**config.mk**
```make
export PLATFORM = sky130hd
export DESIGN_NAME = countdown_timer_mmss_flat
export DESIGN_NICKNAME = d
export VERILOG_FILES = /design/src/rtl/countdown_timer_mmss_if.sv /design/src/rtl/countdown_timer_mmss.sv /design/src/flat_wrapper.sv
export SDC_FILE = /design/constraint.sdc
export NUM_CORES = 1
export LEC_CHECK = 0
export CORE_UTILIZATION = 45
export CTS_CLUSTER_SIZE = 40
export DETAILED_ROUTE_END_ITERATION = 8
export DONT_BUFFER_PORTS = 1
export GPL_TIMING_DRIVEN = 0
export SETUP_SLACK_MARGIN = 0.3
export SYNTH_ARGS = -nofsm -noshare
export SYNTH_HDL_FRONTEND = slang
export SYNTH_SLANG_ARGS = --single-unit
```
**constraint.sdc**
```tcl
create_clock -name Clk -period 3.9 [get_ports Clk]
set_input_delay 1.17 -clock Clk [delete_from_list [all_inputs] [get_ports Clk]]
set_output_delay 1.17 -clock Clk [all_outputs]
set_load 0.005 [all_outputs]
```
**src/rtl/countdown_timer_mmss_if.sv**
```systemverilog
// Control/load inputs and BCD display/status outputs of the mm:ss kitchen-timer.
// The master side drives load/run controls; the slave side is the timer itself.
interface countdown_timer_mmss_if;
    logic       Tick;
    logic       LD;
    logic [2:0] IN_MT;
    logic [3:0] IN_MU;
    logic [2:0] IN_ST;
    logic [3:0] IN_SU;
    logic       Start;
    logic       Stop;
    logic [2:0] MT;
    logic [3:0] MU;
    logic [2:0] ST;
    logic [3:0] SU;
    logic       RUNNING;
    logic       DONE;
    logic       EXPIRED;
    logic [1:0] STATE;

    modport master (
        output Tick, LD, IN_MT, IN_MU, IN_ST, IN_SU, Start, Stop,
        input  MT, MU, ST, SU, RUNNING, DONE, EXPIRED, STATE
    );

    modport slave (
        input  Tick, LD, IN_MT, IN_MU, IN_ST, IN_SU, Start, Stop,
        output MT, MU, ST, SU, RUNNING, DONE, EXPIRED, STATE
    );
endinterface

```
**src/rtl/countdown_timer_mmss.sv**
```systemverilog
// BCD mm:ss down-counter with IDLE/RUN/PAUSE/RING control, a one-cycle DONE
// pulse on expiry and a Tick-counted ring period before returning to IDLE.
module countdown_timer_mmss #(
    parameter int unsigned RING_TICKS = 60
) (
    input  logic Clk,
    input  logic Clr,
    countdown_timer_mmss_if.slave bus
);

    typedef enum logic [1:0] {
        S_IDLE  = 2'b00,
        S_RUN   = 2'b01,
        S_PAUSE = 2'b10,
        S_RING  = 2'b11
    } state_t;

    state_t     state_q;
    logic [2:0] mt_q;
    logic [3:0] mu_q;
    logic [2:0] st_q;
    logic [3:0] su_q;
    logic       done_q;
    logic [7:0] ring_q;

    logic [2:0] mt_d;
    logic [3:0] mu_d;
    logic [2:0] st_d;
    logic [3:0] su_d;
    logic       borrow_su;
    logic       borrow_st;
    logic       borrow_mu;

    logic [2:0] ld_mt;
    logic [3:0] ld_mu;
    logic [2:0] ld_st;
    logic [3:0] ld_su;

    logic       count_zero;
    logic       count_one;

    // Load values saturate to the largest legal digit rather than wrapping.
    always_comb begin
        ld_mt = (bus.IN_MT > 3'd5) ? 3'd5 : bus.IN_MT;
        ld_mu = (bus.IN_MU > 4'd9) ? 4'd9 : bus.IN_MU;
        ld_st = (bus.IN_ST > 3'd5) ? 3'd5 : bus.IN_ST;
        ld_su = (bus.IN_SU > 4'd9) ? 4'd9 : bus.IN_SU;
    end

    // One-second borrow chain; each digit borrows only when every lower digit is 0.
    always_comb begin
        borrow_su = (su_q == 4'd0);
        su_d      = borrow_su ? 4'd9 : su_q - 4'd1;

        borrow_st = borrow_su && (st_q == 3'd0);
        st_d      = st_q;
        if (borrow_su) begin
            st_d = (st_q == 3'd0) ? 3'd5 : st_q - 3'd1;
        end

        borrow_mu = borrow_st && (mu_q == 4'd0);
        mu_d      = mu_q;
        if (borrow_st) begin
            mu_d = (mu_q == 4'd0) ? 4'd9 : mu_q - 4'd1;
        end

        mt_d = borrow_mu ? mt_q - 3'd1 : mt_q;
    end

    always_comb begin
        count_zero = (mt_q == 3'd0) && (mu_q == 4'd0) && (st_q == 3'd0) && (su_q == 4'd0);
        count_one  = (mt_q == 3'd0) && (mu_q == 4'd0) && (st_q == 3'd0) && (su_q == 4'd1);
    end

    always_ff @(posedge Clk or posedge Clr) begin
        if (Clr) begin
            state_q <= S_IDLE;
            mt_q    <= '0;
            mu_q    <= '0;
            st_q    <= '0;
            su_q    <= '0;
            done_q  <= 1'b0;
            ring_q  <= '0;
        end else begin
            done_q <= 1'b0;
            if (bus.LD) begin
                mt_q    <= ld_mt;
                mu_q    <= ld_mu;
                st_q    <= ld_st;
                su_q    <= ld_su;
                state_q <= S_IDLE;
                ring_q  <= '0;
            end else begin
                case (state_q)
                    S_IDLE: begin
                        if (!bus.Stop && bus.Start && !count_zero) begin
                            state_q <= S_RUN;
                        end
                    end
                    S_RUN: begin
                        if (bus.Stop) begin
                            state_q <= S_PAUSE;
                        end else if (bus.Tick && !count_zero) begin
                            mt_q <= mt_d;
                            mu_q <= mu_d;
                            st_q <= st_d;
                            su_q <= su_d;
                            if (count_one) begin
                                done_q  <= 1'b1;
                                state_q <= S_RING;
                                ring_q  <= 8'(RING_TICKS);
                            end
                        end
                    end
                    S_PAUSE: begin
                        if (!bus.Stop && bus.Start) begin
                            state_q <= S_RUN;
                        end
                    end
                    S_RING: begin
                        if (bus.Stop) begin
                            state_q <= S_IDLE;
                            ring_q  <= '0;
                        end else if (bus.Tick) begin
                            if (ring_q <= 8'd1) begin
                                state_q <= S_IDLE;
                                ring_q  <= '0;
                            end else begin
                                ring_q <= ring_q - 8'd1;
                            end
                        end
                    end
                    default: state_q <= S_IDLE;
                endcase
            end
        end
    end

    assign bus.MT      = mt_q;
    assign bus.MU      = mu_q;
    assign bus.ST      = st_q;
    assign bus.SU      = su_q;
    assign bus.DONE    = done_q;
    assign bus.STATE   = state_q;
    assign bus.RUNNING = (state_q == S_RUN);
    assign bus.EXPIRED = (state_q == S_RING);

endmodule

```
**src/flat_wrapper.sv**
```systemverilog
// flat-port wrapper written by rule: the top's interface ports become plain ports
module countdown_timer_mmss_flat 
#(
    parameter int unsigned RING_TICKS = 60
)
  (Clk, Clr, bus_Tick, bus_LD, bus_IN_MT, bus_IN_MU, bus_IN_ST, bus_IN_SU, bus_Start, bus_Stop, bus_MT, bus_MU, bus_ST, bus_SU, bus_RUNNING, bus_DONE, bus_EXPIRED, bus_STATE);
  countdown_timer_mmss_if bus_i ();
  input  logic Clk;
  input  logic Clr;
  input wire logic [$bits(bus_i.Tick)-1:0] bus_Tick;
  input wire logic [$bits(bus_i.LD)-1:0] bus_LD;
  input wire logic [$bits(bus_i.IN_MT)-1:0] bus_IN_MT;
  input wire logic [$bits(bus_i.IN_MU)-1:0] bus_IN_MU;
  input wire logic [$bits(bus_i.IN_ST)-1:0] bus_IN_ST;
  input wire logic [$bits(bus_i.IN_SU)-1:0] bus_IN_SU;
  input wire logic [$bits(bus_i.Start)-1:0] bus_Start;
  input wire logic [$bits(bus_i.Stop)-1:0] bus_Stop;
  output wire logic [$bits(bus_i.MT)-1:0] bus_MT;
  output wire logic [$bits(bus_i.MU)-1:0] bus_MU;
  output wire logic [$bits(bus_i.ST)-1:0] bus_ST;
  output wire logic [$bits(bus_i.SU)-1:0] bus_SU;
  output wire logic [$bits(bus_i.RUNNING)-1:0] bus_RUNNING;
  output wire logic [$bits(bus_i.DONE)-1:0] bus_DONE;
  output wire logic [$bits(bus_i.EXPIRED)-1:0] bus_EXPIRED;
  output wire logic [$bits(bus_i.STATE)-1:0] bus_STATE;
  assign bus_i.Tick = bus_Tick;
  assign bus_i.LD = bus_LD;
  assign bus_i.IN_MT = bus_IN_MT;
  assign bus_i.IN_MU = bus_IN_MU;
  assign bus_i.IN_ST = bus_IN_ST;
  assign bus_i.IN_SU = bus_IN_SU;
  assign bus_i.Start = bus_Start;
  assign bus_i.Stop = bus_Stop;
  assign bus_MT = bus_i.MT;
  assign bus_MU = bus_i.MU;
  assign bus_ST = bus_i.ST;
  assign bus_SU = bus_i.SU;
  assign bus_RUNNING = bus_i.RUNNING;
  assign bus_DONE = bus_i.DONE;
  assign bus_EXPIRED = bus_i.EXPIRED;
  assign bus_STATE = bus_i.STATE;
  countdown_timer_mmss #(.RING_TICKS(RING_TICKS)) u_core (.Clk(Clk), .Clr(Clr), .bus(bus_i));
endmodule
```
==> implementation parameters, run 1 <==
Parameter                              Value

Floorplan
  Die area ... 3830 um^2
  Die outline width ... 61.9 um
  Core region area ... 3390 um^2
  Number of I/O pins ... 39
  Die height ... 61.9 um
  Number of placement rows ... 21
  Effective utilization at floorplan ... 0.477

Synth
  Post-synthesis instance total ... 180
  Synthesized area per cell ... between 8 and 9 um^2
  Most frequently used cell type in the post-synthesis netlist ... sky130_fd_sc_hd__dfrtp_1
  Post-synth top area cell ... sky130_fd_sc_hd__dfrtp_1
  Post-synth EDFFs ... 0
  Number of library cell types mapped by synthesis ... 45
  Ys flop type ... sky130_fd_sc_hd__dfrtp_1
  Synth top area cells ... sky130_fd_sc_hd__dfrtp_1, sky130_fd_sc_hd__o21ai_0, sky130_fd_sc_hd__a21oi_1
  Part of the Yosys area used for sequential elements ... 0.387
  Synthesized flop and latch total ... 25
  Area share of the leading cell type in the synthesized netlist ... 0.387
  Most used standard cells in the synthesized netlist ... sky130_fd_sc_hd__dfrtp_1, sky130_fd_sc_hd__o21ai_0, sky130_fd_sc_hd__nand2_1, sky130_fd_sc_hd__nor2_1, sky130_fd_sc_hd__a21oi_1
  Synthesized cell area ... 1620 um^2
  Synth Net Count ... 204
  Fraction of registers with async set/reset ... 1.00
  Yosys warning total ... 0

Clocking
  Reg clk slew, reported paths ... 140 ps
  CTS tree ... done
  Number of gates resized after CTS ... 0
  CTS root buf ... sky130_fd_sc_hd__clkbuf_4
  Maximum clock insertion buffer count ... 2
  CTS buffer count ... 3
  Clock Latency Late Sink ... 330 ps
  Post-CTS Repair Setup Buffers ... 0
  CTS Sinks ... 25
  Clock H-tree levels ... 1
  Hold-fix buffer count after cts ... 0

Timing
  Unrepaired setup endpoints after global routing ... no
  Final max-slew violation count ... 0
  Skew final ... 14.8 ps
  Count of endpoints failing hold in the final timing report ... 0
  Min Clock Period, post-route ... 2540 ps
  Final critical-path share of the clock period ... 0.651
  Post-Route Setup TNS ... 0 ps
  Tightest slew margin relative to the limit ... 0.345
  Number of endpoints failing setup at the final stage ... 0
  Fmax ... 394 MHz
  Pin slew with the least headroom to its limit ... 981 ps

Setup path
  Critical path arrival ... about 2800 ps
  Critical-path cell with the highest stage delay ... sky130_fd_sc_hd__or4bb_1
  Timing endpoint of the critical path ... u_core.ring_q[7]$_DFFE_PP0P_
  Setup slack of the most critical reg-to-reg path ... between 1000 and 1500 ps
  Worst reg2reg endpoint ... u_core.ring_q[7]$_DFFE_PP0P_
  Critical register-to-register path startpoint ... u_core.bus.MT[0]$_DFFE_PP0P_
  R2r worst-path depth ... 7
  Critical Path Source Type ... primary input
  Crit path from ... bus_Tick
  Critical setup path kind ... in -> reg
  CP max stage delay ... between 500 and 600 ps
  Cell-by-cell listing of the critical path ... or4bb_1 -> nor4_4 -> o41ai_2 -> or3_4 -> o31ai_1
  Largest fanout of any net on the critical path ... 5
  Type of destination of the critical path ... flip-flop
  Data required, critical path ... 4130 ps

Placement
  Post-detailed-placement half-perimeter wirelength ... 2.78 mm
  Routability-driven placement congestion ratio ... slightly above 0.8
  Count of buffers inserted at the top-level ports ... 0

Pwr
  Overall power ... 535 uW
  P_int ... 360 uW
  Net switching power ... 176 uW
  Switching Share ... 0.328
  Maximum vdd drop ... 143 uV
  Total power density per cell area ... 315 nW/um^2
  Leakage component of the power ... 0.679 nW
  Clock share of power ... 0.233
  Part of the power in registers ... 0.584
  Combinational power share ... 0.183

Global route
  First-pass GRT wire length ... 5.61 mm
  Aggregate global routing overflow ... 0
  GR Util All Layers ... 0.198
  Pin count of the biggest net entering global routing ... 26
  Number of antenna violations at the first check in global routing ... 0
  Vias in the first global route ... 1258

Routing
  Final routed DRC violation total ... 0
  Detailed Route Iter0 Violations ... 105
  Routed vias ... 1377
  Average wire per cell in the routed design ... 15.8 um
  Final antenna-violating net count ... 0
  Vias per cell ... approximately 6.0
  Overall routed net length ... 3.63 mm
  DR pass1 iterations ... 4

Layout
  Post-layout nets ... between 200 and 250
  Number of diodes ... 0
  Fraction of layout cells with a size suffix above 1 ... 0.114
  Fillcell total ... 319
  Area grow syn2layout ... 5.27%
  Finished Core Util ... 0.502

Job
  Maximum Capacitance Violations ... 0

Run status
  Outcome ... finished clean

Min path
  Hold-critical path depth ... 1
  Type of the tightest min-delay check ... reg -> reg
## worst max-delay path: cells and delay by family
| family | cells | cell delay, ps |
|---|---|---|
| AOI/OAI and AO/OA | 2 | 420 |
| and+or+nand+nor | 3 | 1170 |
## cell families after synthesis
group | after synthesis | share of synthesized area
AOI/OAI and AO/OA | 59 | 0.233
xor gates and xnor gates | 4 | 0.0217
adders and majority gates | 4 | 0.0310
buffers and inverters | 16 | 0.0372
DFF | 25 | 0.387
muxes | 4 | 0.0256
and+or+nand+nor | 68 | 0.264
## how the worst min path moves through the flow
stage | start | slack [ps] | endpoint
finish | u_core.ring_q[7]$_DFFE_PP0P_ | 510 | u_core.ring_q[7]$_DFFE_PP0P_
global placement | u_core.ring_q[7]$_DFFE_PP0P_ | 480 | u_core.ring_q[7]$_DFFE_PP0P_
floorplan | u_core.ring_q[7]$_DFFE_PP0P_ | 440 | u_core.ring_q[7]$_DFFE_PP0P_
CTS | u_core.ring_q[7]$_DFFE_PP0P_ | 510 | u_core.ring_q[7]$_DFFE_PP0P_
global route | u_core.ring_q[7]$_DFFE_PP0P_ | 520 | u_core.ring_q[7]$_DFFE_PP0P_
detailed placement | u_core.ring_q[7]$_DFFE_PP0P_ | 490 | u_core.ring_q[7]$_DFFE_PP0P_
## flip-flops by register name, summed over array words and instances, names as in the netlist
name and cells:
u_core.bus.DONE 1, u_core.bus.MT 3, u_core.bus.MU 4, u_core.bus.ST 3, u_core.bus.STATE 2, u_core.bus.SU 4, u_core.ring_q 8
## layer usage
layer | share of wire | vias to the layer above | track usage
met5 | 0 | - | 0
met4 | 0.015 | 0 | 0.0603
met3 | 0.073 | 6 | 0.0414
met2 | 0.44 | 51 | 0.304
met1 | 0.47 | 649 | 0.281
li1 | - | 671 | -
## final cells by class
class / instances / area (um^2) / area share
well taps: 46 / 57.6 / 0.0338
clock inverters: 1 / 5.00 / 0.00294
clock buffers: 3 / 22.5 / 0.0132
flip-flops and latches: 25 / 626 / 0.368
plain buffers: 3 / 11.3 / 0.00662
inverters: 13 / 48.8 / 0.0287
multi-input cells: 139 / 930 / 0.547
## stage by stage
step	std cells	instance area [um^2]	setup slack [ps]	hold WS, ps
2_1_floorplan	180	1620	1230	436
6_report	230	1700	1360	508
4_1_cts	230	1700	1330	509
5_1_grt	230	1700	1310	520
3_5_place_dp	226	1670	995	490
3_3_place_gp	226	1670	1060	479
## power groups by stage
stage          logic [mW]  registers, mW  clock network (mW)
6_report           0.0978          0.313               0.125
2_1_floorplan      0.0811          0.309                   0
4_1_cts            0.0983          0.313               0.125
3_3_place_gp       0.0951          0.317                   0
3_5_place_dp       0.0971          0.318                   0
5_1_grt             0.112          0.319               0.139
## cell usage in the layout (no fill, tap or decap), drive strengths merged, types with 3 or more instances in the layout
master / instances
dfrtp: 25
o41ai: 3
or3: 3
o21ai: 22
nor4: 3
nor3: 9
o31ai: 4
ha: 4
or4: 5
nor3b: 3
xnor2: 4
a21oi: 13
inv: 13
o21a: 3
nand2: 17
mux2i: 3
clkbuf: 6
nor2: 17
Note: power is estimated with default switching activity, not from simulation.
==> run 2, diff against run 1 <==
==> constraint.sdc (replaced) <==
create_clock -name Clk -period 2.1 [get_ports Clk]
set_input_delay 0.63 -clock Clk [delete_from_list [all_inputs] [get_ports Clk]]
set_output_delay 0.63 -clock Clk [all_outputs]
set_load 0.005 [all_outputs]
==> run 2 against run 1 <==
The run now ends with negative setup slack left. Global-route usage is 1.8 points higher. Final area rose by 14%. Cell count rose by 4.3%. Clock skew fell by 12 ps. Via count is 6.1% higher. Worst hold slack worse by 140 ps. Critical path type is now reg -> reg. Largest cell class unchanged.
==> implementation parameters, run 2 (synthesis gave the netlist of run 1 again) <==
Parameter                              Value

Layout
  Fraction of layout cells with a size suffix above 1 ... 0.263 (+0.149)
  Largest register by flop count ... u_core.ring_q
  Number of flip-flops in the largest register ... 8 (unchanged)
  Post-layout nets ... 219 (+4.8%)
  Most frequent cells in the layout ... sky130_fd_sc_hd__dfrtp_1, sky130_fd_sc_hd__nor2_1, sky130_fd_sc_hd__nand2_1
  Area grow syn2layout ... 19.5%
  Number of diodes ... 0 (unchanged)
  Leading cell type in the layout, fill and taps excluded ... sky130_fd_sc_hd__dfrtp_1
  Count of non-filler cells in the finished layout ... 240 (+4.3%)
  Finished Core Util ... 0.570 (+0.0679)

Timing
  Post-Route Setup TNS ... -869 ps (-869 ps)
  Smallest hold slack ... 363 ps (-145 ps)
  Unrepaired setup endpoints after global routing ... yes
  Fmax ... 448 MHz
  Tightest slew margin relative to the limit ... 0.333 (-0.0124)
  Number of endpoints failing setup at the final stage ... 12 (+12)
  Min Clock Period, post-route ... 2230 ps
  Final critical-path share of the clock period ... 1.06
  Pin slew with the least headroom to its limit ... 1000 ps (+18.6 ps)
  Final worst setup slack ... -134 ps (-1490 ps)
  Count of endpoints failing hold in the final timing report ... 0 (unchanged)
  Final max-slew violation count ... 0 (unchanged)
  Skew final ... 3.00 ps (-11.8 ps)

Global route
  Vias in the first global route ... 1325 (+5.3%)
  Pin count of the biggest net entering global routing ... 26 (unchanged)
  Number of antenna violations at the first check in global routing ... 0 (unchanged)
  First-pass GRT wire length ... 6.06 mm (+8.0%)
  Aggregate global routing overflow ... 0 (unchanged)
  GR Util All Layers ... 0.216 (+0.0180)

Floorplan
  Number of placement rows ... 21 (unchanged)
  Die outline width ... 61.9 um (unchanged)
  Effective utilization at floorplan ... 0.477 (unchanged)
  Core region area ... 3390 um^2 (unchanged)
  Die area ... 3830 um^2 (unchanged)
  Number of I/O pins ... 39 (unchanged)
  Die height ... 61.9 um (unchanged)

Clocking
  Maximum clock insertion buffer count ... 2 (unchanged)
  Clock Latency Late Sink ... 330 ps (about the same)
  CTS tree ... done
  CTS buffer count ... 3 (unchanged)
  CTS root buf ... sky130_fd_sc_hd__clkbuf_4
  Reg clk slew, reported paths ... 150 ps (about the same)
  CTS Sinks ... 25 (unchanged)
  Clock H-tree levels ... 1 (unchanged)

Setup path
  Crit path from ... u_core.bus.SU[1]$_DFFE_PP0P_
  CP max stage delay ... 570 ps (+60 ps)
  Setup slack of the most critical reg-to-reg path ... -130 ps (-1590 ps)
  Critical path arrival ... 2490 ps (-280 ps)
  Cell-by-cell listing of the critical path ... or4_4 -> nor4_4 -> o41ai_4 -> or3_4 -> o31ai_2
  Critical Path Source Type ... flip-flop
  Largest fanout of any net on the critical path ... 7 (+2)
  Type of destination of the critical path ... flip-flop
  Data required, critical path ... 2350 ps (-1780 ps)
  Critical-path cell with the highest stage delay ... sky130_fd_sc_hd__or4_4
  Critical setup path kind ... reg -> reg
  Critical register-to-register path startpoint ... u_core.bus.SU[1]$_DFFE_PP0P_

Min path
  Type of the tightest min-delay check ... in -> reg
  Hold wc startpoint ... bus_IN_MU[3]

Routing
  Routed vias ... 1461 (+6.1%)
  Average wire per cell in the routed design ... 16.5 um (+4.7%)
  Final routed DRC violation total ... 0 (unchanged)
  Detailed Route Iter0 Violations ... 112 (+6.7%)
  Vias per cell ... 6.09 (+1.7%)
  Overall routed net length ... 3.97 mm (+9.2%)
  DR pass1 iterations ... 4 (unchanged)
  Final antenna-violating net count ... 0 (unchanged)

Placement
  Cells after DPL ... 226 (unchanged)
  Routability-driven placement congestion ratio ... 0.867 (+5.3%)
  Post-detailed-placement half-perimeter wirelength ... 2.79 mm (+0.24%)
  Count of buffers inserted at the top-level ports ... 0 (unchanged)

Pwr
  Maximum vdd drop ... 326 uV (+130%)
  Leakage component of the power ... 0.772 nW (+14%)
  Total power density per cell area ... 540 nW/um^2 (+72%)

Run status
  Violated checks ... negative setup slack
  Outcome ... finished with violations

Job
  Maximum Capacitance Violations ... 0 (unchanged)
-- run 2: cell count changes in the layout (fill, tap and decap cells not counted), moves of 3 or more --
| cell | delta |
|---|---|
| sky130_fd_sc_hd__o21ai_0 | -10 |
| sky130_fd_sc_hd__o21ai_1 | +10 |
| sky130_fd_sc_hd__buf_4 | +6 |
| sky130_fd_sc_hd__dfrtp_1 | -6 |
| sky130_fd_sc_hd__dfrtp_2 | +6 |
| sky130_fd_sc_hd__buf_6 | +4 |
| sky130_fd_sc_hd__nor3_4 | +3 |
-- run 2: path summary, 6_finish.rpt --
| check | end | cells after the start |
|---|---|---|
| max | u_core.ring_q[7]$_DFFE_PP0P_ | 5 |
| min | u_core.bus.MU[1]$_DFFE_PP0P_ | 1 |
| max reg2reg | u_core.ring_q[7]$_DFFE_PP0P_ | 5 |
| min reg2reg | u_core.ring_q[7]$_DFFE_PP0P_ | 1 |
| max in group asynchronous | u_core.bus.MU[1]$_DFFE_PP0P_ | 1 |
| min in group asynchronous | u_core.bus.SU[0]$_DFFE_PP0P_ | 1 |
-- run 2: critical path, delay by kind of cell, from the launching register on --
family	cells	cell delay [ps]
AOI/OAI and AO/OA	2	300
DFF	1	490
and+or+nand+nor	3	1360
-- run 2: per-stage QoR --
stage | worst slack (ps) | cell area (um^2) | power [mW]
3_5_place_dp | -182 | 1690 | 0.780
2_1_floorplan | -9.74 | 1630 | 0.731
4_1_cts | -146 | 1850 | 1.02
6_report | -134 | 1930 | 1.04
5_1_grt | -207 | 1930 | 1.10
3_3_place_gp | -174 | 1690 | 0.772
-- run 2: layer usage --
metal  vias up  GRT usage  part of all wire
met5         -          0                 0
met4         0     0.0667             0.016
met3         6     0.0435             0.067
met2        44      0.349              0.46
met1       710      0.293              0.46
li1        701          -                 -
-- run 2: report_power, final --
group          internal [mW]  switching [mW]
registers              0.521          0.0689
logic                 0.0979           0.124
clock network         0.0715           0.160
-- run 2: final cells by class --
| class | instances | area [um^2] |
|---|---|---|
| Fill cell | 305 | 1460 |
| Multi-Input combinational cell | 139 | 1060 |
| Sequential cell | 25 | 633 |
| Timing Repair Buffer | 10 | 90.1 |
| Tap cell | 46 | 57.6 |
| Inverter | 13 | 48.8 |
| Clock buffer | 3 | 22.5 |
| Buffer | 3 | 15.0 |
| Clock inverter | 1 | 5.00 |
-- run 2: what timing repair did --
item	4_1_cts	5_1_grt
pin swaps	9	11
resized for setup	22	12
setup buffers	8	2
setup endpoints to repair	22	26
hold buffers	0	0
